--- src/rtl/rr_arb_mux.sv ---
// rr_arb_mux: NCHAN-to-1 multiplexer with val/rdy handshakes on every port.
// Arbitration is either fixed priority (lowest index wins) or round-robin.
// A single registered output stage gives 1-cycle latency and full throughput.
// Optional packet locking is enabled by defining RR_ARB_MUX_LOCK_EN.
// When it is enabled, in_last/out_last ports are added and the grant stays
// on one channel until that channel's last beat.

module rr_arb_mux #(
    parameter int NBITS = 32,
    parameter int NCHAN = 4,
    parameter int IDXW  = $clog2(NCHAN)
) (
    input  logic                   clk,
    input  logic                   reset,
    input  logic [NCHAN-1:0]       in_val,
    output logic [NCHAN-1:0]       in_rdy,
    input  logic [NCHAN*NBITS-1:0] in_msg,
    input  logic                   rr_en,
`ifdef RR_ARB_MUX_LOCK_EN
    input  logic [NCHAN-1:0]       in_last,
    output logic                   out_last,
`endif
    output logic                   out_val,
    input  logic                   out_rdy,
    output logic [NBITS-1:0]       out_msg,
    output logic [IDXW-1:0]        out_idx
);

    logic             outVal_q, outVal_d;
    logic [NBITS-1:0] outMsg_q, outMsg_d;
    logic [IDXW-1:0]  outIdx_q, outIdx_d;
    logic [IDXW-1:0]  ptr_q, ptr_d;

    logic             free;
    logic [NCHAN-1:0] arbGnt;
    logic [NCHAN-1:0] gnt;
    logic [IDXW-1:0]  selIdx;
    logic [IDXW:0]    scanIdx;
    logic             found;
    logic             xfer;
    logic             selLast;

`ifdef RR_ARB_MUX_LOCK_EN
    logic             lock_q, lock_d;
    logic [IDXW-1:0]  lockIdx_q, lockIdx_d;
    logic             outLast_q, outLast_d;
`endif

    // The output stage can take a new beat when it is empty or being drained
    assign free = !outVal_q || out_rdy;

    // Per-beat arbiter: scan from ptr (round-robin) or from 0 (fixed priority)
    always_comb begin
        arbGnt  = '0;
        found   = 1'b0;
        scanIdx = '0;
        for (int k = 0; k < NCHAN; k++) begin
            if (rr_en) begin
                scanIdx = {1'b0, ptr_q} + (IDXW+1)'(k);
                if (scanIdx >= (IDXW+1)'(NCHAN)) begin
                    scanIdx = scanIdx - (IDXW+1)'(NCHAN);
                end
            end else begin
                scanIdx = (IDXW+1)'(k);
            end
            if (!found && in_val[scanIdx[IDXW-1:0]]) begin
                found                      = 1'b1;
                arbGnt[scanIdx[IDXW-1:0]] = 1'b1;
            end
        end
    end

`ifdef RR_ARB_MUX_LOCK_EN
    // While a packet is open only its owner may be granted, even if it idles
    always_comb begin
        gnt = arbGnt;
        if (lock_q) begin
            gnt            = '0;
            gnt[lockIdx_q] = in_val[lockIdx_q];
        end
    end
`else
    // Without locking the arbiter result is used directly every beat
    always_comb begin
        gnt = arbGnt;
    end
`endif

    // Encode the one-hot grant into the index used to steer the payload
    always_comb begin
        selIdx = '0;
        for (int k = 0; k < NCHAN; k++) begin
            if (gnt[k]) begin
                selIdx = IDXW'(k);
            end
        end
    end

    // Ready goes only to the granted channel, and never while reset is held
    assign in_rdy = gnt & {NCHAN{free && !reset}};
    assign xfer   = |in_rdy;

`ifdef RR_ARB_MUX_LOCK_EN
    assign selLast = in_last[selIdx];
`else
    assign selLast = 1'b1;
`endif

    // Next state of the output register: load on transfer, empty when drained
    always_comb begin
        outVal_d = outVal_q;
        outMsg_d = outMsg_q;
        outIdx_d = outIdx_q;
        if (xfer) begin
            outVal_d = 1'b1;
            outMsg_d = in_msg[selIdx*NBITS +: NBITS];
            outIdx_d = selIdx;
        end else if (free) begin
            outVal_d = 1'b0;
        end
    end

    // Round-robin pointer moves past the winner only at the end of a packet
    always_comb begin
        ptr_d = ptr_q;
        if (xfer && rr_en && selLast) begin
            ptr_d = (selIdx == IDXW'(NCHAN-1)) ? '0 : selIdx + IDXW'(1);
        end
    end

`ifdef RR_ARB_MUX_LOCK_EN
    // Open the lock on a non-last beat, release it on the last one
    always_comb begin
        lock_d    = lock_q;
        lockIdx_d = lockIdx_q;
        outLast_d = outLast_q;
        if (xfer) begin
            lock_d    = !selLast;
            lockIdx_d = selIdx;
            outLast_d = selLast;
        end
    end

    // Lock state and registered last flag
    always_ff @(posedge clk or posedge reset) begin
        if (reset) begin
            lock_q    <= 1'b0;
            lockIdx_q <= '0;
            outLast_q <= 1'b0;
        end else begin
            lock_q    <= lock_d;
            lockIdx_q <= lockIdx_d;
            outLast_q <= outLast_d;
        end
    end

    assign out_last = outLast_q;
`endif

    // Output stage and arbitration pointer registers
    always_ff @(posedge clk or posedge reset) begin
        if (reset) begin
            outVal_q <= 1'b0;
            outMsg_q <= '0;
            outIdx_q <= '0;
            ptr_q    <= '0;
        end else begin
            outVal_q <= outVal_d;
            outMsg_q <= outMsg_d;
            outIdx_q <= outIdx_d;
            ptr_q    <= ptr_d;
        end
    end

    assign out_val = outVal_q;
    assign out_msg = outMsg_q;
    assign out_idx = outIdx_q;

endmodule

--- config.mk ---
export PLATFORM = sky130hd
export DESIGN_NAME = rr_arb_mux
export DESIGN_NICKNAME = d
export VERILOG_FILES = /design/src/rtl/rr_arb_mux.sv
export SDC_FILE = /design/constraint.sdc
export NUM_CORES = 1
export LEC_CHECK = 0
export ABC_AREA = 1
export BUFFER_PORTS_ARGS = -buffer_cell sky130_fd_sc_hd__clkbuf_2
export CORE_UTILIZATION = 47
export DETAILED_ROUTE_END_ITERATION = 8
export PLACE_DENSITY = 0.93
export SLEW_MARGIN = 20
export SYNTH_ARGS = -nofsm -noshare
export SYNTH_HDL_FRONTEND = slang
export SYNTH_SLANG_ARGS = --single-unit
--- constraint.sdc ---
create_clock -name clk -period 3.9 [get_ports clk]
set_input_delay 0.78 -clock clk [delete_from_list [all_inputs] [get_ports clk]]
set_output_delay 0.78 -clock clk [all_outputs]
set_load 0.05 [all_outputs]
==> metrics, run 1 <==
met3 wire length 714 um; via count 4147; Setup Buffers After CTS 0; startpoint types input pin; Row Count 31; Ports 175; max layer used met4; reg2reg end out_msg[4]; Die X 88.26 um; Clk pin slew, worst setup/hold paths 0.07 ns; Seq pwr share 18.5%; Finished Core Util 61.57%; Max clock buf depth 2; critical path type input pin to output pin; Area after DPL 4338 um2; DRT met1 WL 4344 um; CORE AREA 7214 um2; kind of end point of the critical path output pin; RSZ-0062 raised after global routing no; cts repair resizes 0; YS warnings 0; max_cap viols 0; Total Routing Usage GR 25.64%; final hold violation count 0; LEAKAGE 2.956 nW; crit path DAT 2.48 ns; Yosys reg bits 37; most frequent cells in the layout nand2_1, clkbuf_2, inv_1, nand3_1, nor2_1; fill count 698; top cells by area, synth nand2_1, dfrtp_1, nand3_1; Final HPWL DP 7292 um; largest net degree at the start of global routing 65; antenna violations before repair 0; Buffers on Ports 174; P&R area growth vs syn 27.01%; Initial Util 48.47%; Max Clock Skew 0.008485 ns; CTS buffer count 5; drt wl/cell 11.35 um; CTS tree yes; Final TNS setup 0 ns; DR pass1 iterations 5; Routability Congestion 0.9533; worst r2r src ptr_q[0]; switching pwr 2.268 mW; PnR Total Power 3.775 mW; vias in the first global route 3571; H-tree depth 2; leading cell type in the layout, fill and taps excluded nand2_1; fraction of layout cells with a size suffix above 1 27.00%; combinational share of power 73.2%; f_max 0.3063 GHz; n_diodes 0; first-pass GRT wire length 15660 um; switch share 60.07%; Synth cell types 23; CTS Hold Buffers Added 0; Cell Pwr Density 849.9 nW/um2; Sink Count 37; die footprint 7790 um2; multi-input logic area 1948 um2; drt drc 0; Worst-Skew Late Latency 0.28 ns; worst-margin pin slew 0.8699 ns; worst min path class flop to flop; critical path required time 3.12 ns; flop2flop setup slack 1.03 ns; final net count 925; Int Power 1.507 mW; Synth Area per Inst 5.542 um2; Seq/Total Area, Yosys 26.48%; Synth Instances 631; Critical path origin rr_en; die height 88.26 um; fin crit period 3.265 ns; Setup crit end in_rdy[1]; Clock power frac 8.4%; reg2reg path depth 16; Register Area 925.9 um2; Slew HR 41.39%; Netlist Area Pre-Place 3497 um2; Antenna Violating Nets Remaining 0; root buf cell clkbuf_8; period utilisation layout 83.72%; post-synth top area share 28.23%; peak ir drop on the vdd network 0.0005172 V; Max Slew Vio Count 0; design area 4442 um2; Synth area leader nand2_1; syn nets 767; Via density 4.670; final WL 10080 um; overflow left after global routing 0; Final setup viols 0; met2 wire length 4870 um; CP max FO 13; Hold Worst Slack 0.4830 ns; status complete, no violations; first-iteration detailed-routing DRC count 198
-- flip-flops by register name (all words and copies together) (netlist names) --
signal	flops
out_val	1
out_msg	32
ptr_q	2
out_idx	2
-- worst min path at each step --
stage / slack [ns] / depth (start not counted) / startpoint / to
final: 0.48 / 2 / out_msg[24] / out_msg[24]
after global routing: 0.51 / 2 / out_msg[5] / out_msg[5]
after CTS: 0.49 / 2 / out_msg[24] / out_msg[24]
after detailed placement: 0.46 / 2 / out_msg[27] / out_msg[27]
after global placement: 0.46 / 2 / out_msg[25] / out_msg[25]
after floorplan: 0.53 / 2 / ptr_q[1] / ptr_q[1]
-- through the flow --
step,worst slack (ns),cells
after global placement,0.5843,881
after detailed placement,0.5725,881
after floorplan,0.2376,631
after CTS,0.6596,888
final,0.6350,888
after global routing,0.4798,888
-- power by group through the flow --
stage / logic [mW] / clock network (mW) / registers [mW]
5_1_grt: 3.07 / 0.341 / 0.721
3_3_place_gp: 2.74 / 0 / 0.700
4_1_cts: 2.77 / 0.324 / 0.696
6_report: 2.76 / 0.315 / 0.698
2_1_floorplan: 1.68 / 0 / 1.26
3_5_place_dp: 2.77 / 0 / 0.696
-- critical path, cell delays in order --
cell,delay (ns)
clkbuf_2,0.23
nand2_4,0.15
nand2_1,0.14
nand2_1,0.10
nand2_1,0.08
nand2_2,0.08
nor2_4,0.16
nand3_1,0.14
nand2_1,0.14
nor2_4,0.04
nor2_1,0.13
clkbuf_2,0.31
-- final cells by class --
| cell class | count | area share, % |
|---|---|---|
| multi-input combinational | 453 | 43.86 |
| sequential | 37 | 20.85 |
| timing repair buffer | 181 | 20.79 |
| inverter | 111 | 9.380 |
| tap | 99 | 2.789 |
| clock buffer | 5 | 1.549 |
| clock inverter | 2 | 0.7887 |
-- logic make-up after synthesis --
kind of cell           after synthesis  share of synthesized area, %
and+or+nand+nor                    443                         53.67
buffers and inverters              141                         17.82
DFF                                 37                         26.48
AOI/OAI and AO/OA                   10                         2.039
-- synthesized netlist by cell type, drive strengths merged --
master	instances
buf	30
nor2	81
dfrtp	37
nand2	272
nand4	4
clkinv	1
inv	110
o211ai	1
a21oi	4
o21ai	5
nand3	86
-- per-layer routing --
metal / GRT usage [%] / vias up
li1: - / 2177
met1: 31.67 / 1781
met2: 45.87 / 177
met3: 3.825 / 12
met4: 8.211 / 0
met5: 0 / -
Power figures use the tool's default switching activity.
==> run 2, diff against run 1 <==
--- a/config.mk
+++ b/config.mk
@@ -5,11 +5,11 @@
 export SDC_FILE = /design/constraint.sdc
 export NUM_CORES = 1
 export LEC_CHECK = 0
-export ABC_AREA = 1
+export ABC_AREA = 0
 export BUFFER_PORTS_ARGS = -buffer_cell sky130_fd_sc_hd__clkbuf_2
-export CORE_UTILIZATION = 47
+export CORE_UTILIZATION = 44
 export DETAILED_ROUTE_END_ITERATION = 8
-export PLACE_DENSITY = 0.93
+export PLACE_DENSITY = 0.92
 export SLEW_MARGIN = 20
 export SYNTH_ARGS = -nofsm -noshare
 export SYNTH_HDL_FRONTEND = slang
==> constraint.sdc (replaced) <==
create_clock -name clk -period 3.3 [get_ports clk]
set_input_delay 0.66 -clock clk [delete_from_list [all_inputs] [get_ports clk]]
set_output_delay 0.66 -clock clk [all_outputs]
set_load 0.05 [all_outputs]
==> metrics, run 2 <==
status complete, no violations; peak ir drop on the vdd network 0.0004733 V (-8.5%); Synth async-reset ratio 100.0% (unchanged); Area after DPL 3812 um2 (-12%); Final TNS setup 0 ns (unchanged); cts repair resizes 0 (unchanged); CORE AREA 6386 um2 (-11%); RSZ-0062 raised after global routing no; critical path required time 2.64 ns (-0.48 ns); Synth Area per Inst 11.31 um2 (+100%); Most Crowded Layer GR met2; via count 2813 (-32%); drt drc 0 (unchanged); Yosys reg bits 37 (unchanged); Setup WS post-layout 0.2122 ns (-0.4228 ns); Worst-Skew Late Latency 0.28 ns (about the same); Total Routing Usage GR 23.80% (-1.8 points); Netlist Area Pre-Place 2929 um2 (-16%); worst hold start out_val; grt met3 use 5.143% (+1.3 points); CTS Hold Buffers Added 0 (unchanged); period utilisation layout 93.57%; vias in the first global route 3043 (-15%); critical path type flop to output pin; largest net degree at the start of global routing 35 (-46%); Ports 175 (unchanged); Cell Pwr Density 842.3 nW/um2 (-0.88%); Synth Instances 259 (-59%); Synth area leader dfrtp_1; Main synth FF type dfrtp_1; combinational share of power 65.2% (-8.0 points); antenna violations before repair 0 (unchanged); CTS tree yes; Seq pwr share 25.7% (+7.2 points); Die X 83.59 um (-5.3%); post-synth top area share 31.61% (+3.4 points); Routability Congestion 0.9053 (-5.0%); CTS buffer count 5 (unchanged); Antenna Violating Nets Remaining 0 (unchanged); Initial Util 45.87% (-2.6 points); leading cell type in the layout, fill and taps excluded clkbuf_2; most frequent cells in the layout clkbuf_2, mux2_2, dfrtp_1, or3_1; design area 3892 um2 (-12%); max_cap viols 0 (unchanged); most instantiated cells after synthesis dfrtp_1, mux2_2, or3_1; Seq/Total Area, Yosys 31.61% (+5.1 points); worst-margin pin slew 0.8609 ns (-0.009041 ns); LEAKAGE 1.922 nW (-35%); Largest register FFs 32 (unchanged); YS warnings 0 (unchanged); Buffers on Ports 174 (unchanged); Sink Count 37 (unchanged); Critical path origin ptr_q[0]; f_max 0.3239 GHz; startpoint types flop; EDFF count, synth 0 (unchanged); DR pass1 iterations 4 (-1); Synth cell types 41 (+78%); Int Power 1.623 mW (+7.7%); first-pass GRT wire length 13630 um (-13%); Final HPWL DP 6414 um (-12%); Via density 5.604 (+20%); Max clock buf depth 2 (unchanged); first-iteration detailed-routing DRC count 77 (-61%); Row Count 29 (-6.5%); CP max FO 16 (+3); drt wl/cell 16.32 um (+44%); routing usage on met1 26.47% (-5.2 points); overflow left after global routing 0 (unchanged); kind of end point of the critical path output pin; crit path DAT 2.43 ns (-0.05 ns); die footprint 6987 um2 (-10%); Clock power frac 9.1% (+0.7 points); final hold violation count 0 (unchanged); fraction of layout cells with a size suffix above 1 62.59% (+36 points); switching pwr 1.655 mW (-27%); Slew HR 42.54% (+1.2 points); n_diodes 0 (unchanged); H-tree depth 2 (unchanged); Max Clock Skew 0.006443 ns (-0.002043 ns); die height 83.59 um (-5.3%); Max Slew Vio Count 0 (unchanged); worst min path class flop to flop; final net count 560 (-39%); met2 GRT Util 44.57% (-1.3 points); syn nets 395 (-49%); Final setup viols 0 (unchanged); worst r2r src ptr_q[0]; P&R area growth vs syn 32.89%; top cells by area, synth dfrtp_1, mux2_4, mux2_2; final WL 8195 um (-19%); fin crit period 3.088 ns; root buf cell clkbuf_8; Clk pin slew, worst setup/hold paths 0.07 ns (about the same); pre-CTS setup slack 0.2702 ns (-0.3022 ns); switch share 50.49% (-9.6 points); Setup Buffers After CTS 0 (unchanged)
run 2: area by class of cell:
type,instances,area [um2]
fillers,546,2494
well taps,77,96.34
flip-flops and latches,37,925.9
repair buffers,185,953.4
inverters,9,33.78
multi-input cells,186,1803
clock buffers,8,80.08
run 2: layer usage:
metal  up-vias  routed length [um]
li1       1334                   -
met2       115                4446
met3        12                 375
met4         0                 122
met5         -                   0
met1      1352                3251
run 2: worst paths after layout:
check / endpoint / slack [ns] / cells past startpoint
worst max-delay path: in_rdy[1] / 0.21 / 5
worst min-delay path: out_val / 0.55 / 1
worst max register to register: out_msg[31] / 0.38 / 7
worst min register to register: out_val / 0.55 / 1
max in group asynchronous: ptr_q[0] / 1.99 / 3
min in group asynchronous: out_msg[8] / 0.56 / 2
run 2: kinds of logic after synthesis:
group           synth area share [%]
compound gates                 20.89
buf+inv                        7.005
flops                          31.61
mux                            29.77
simple gates                   10.72
run 2: through the flow:
step / cells / util [%] / power (mW) / hold WS (ns)
6_report: 502 / 60.95 / 3.279 / 0.5498
5_1_grt: 502 / 60.95 / 3.452 / 0.5677
4_1_cts: 502 / 60.95 / 3.296 / 0.5508
3_5_place_dp: 494 / 59.70 / 2.990 / 0.5341
3_3_place_gp: 494 / 59.70 / 2.932 / 0.5167
2_1_floorplan: 259 / - / 2.521 / 0.7022
run 2: power by group through the flow:
stage                     clock network, mW  registers (mW)  logic [mW]
after floorplan                           0            1.51        1.01
after global routing                  0.330           0.872        2.25
final                                 0.299           0.842        2.14
after detailed placement                  0           0.842        2.15
after CTS                             0.311           0.842        2.14
after global placement                    0           0.836        2.10
run 2: worst max-delay path, stage by stage (launching register included):
cell and delay [ns]:
dfrtp_1 0.64, mux2_4 0.35, or4_4 0.42, a32o_2 0.31
nor2_1 0.11, clkbuf_2 0.31
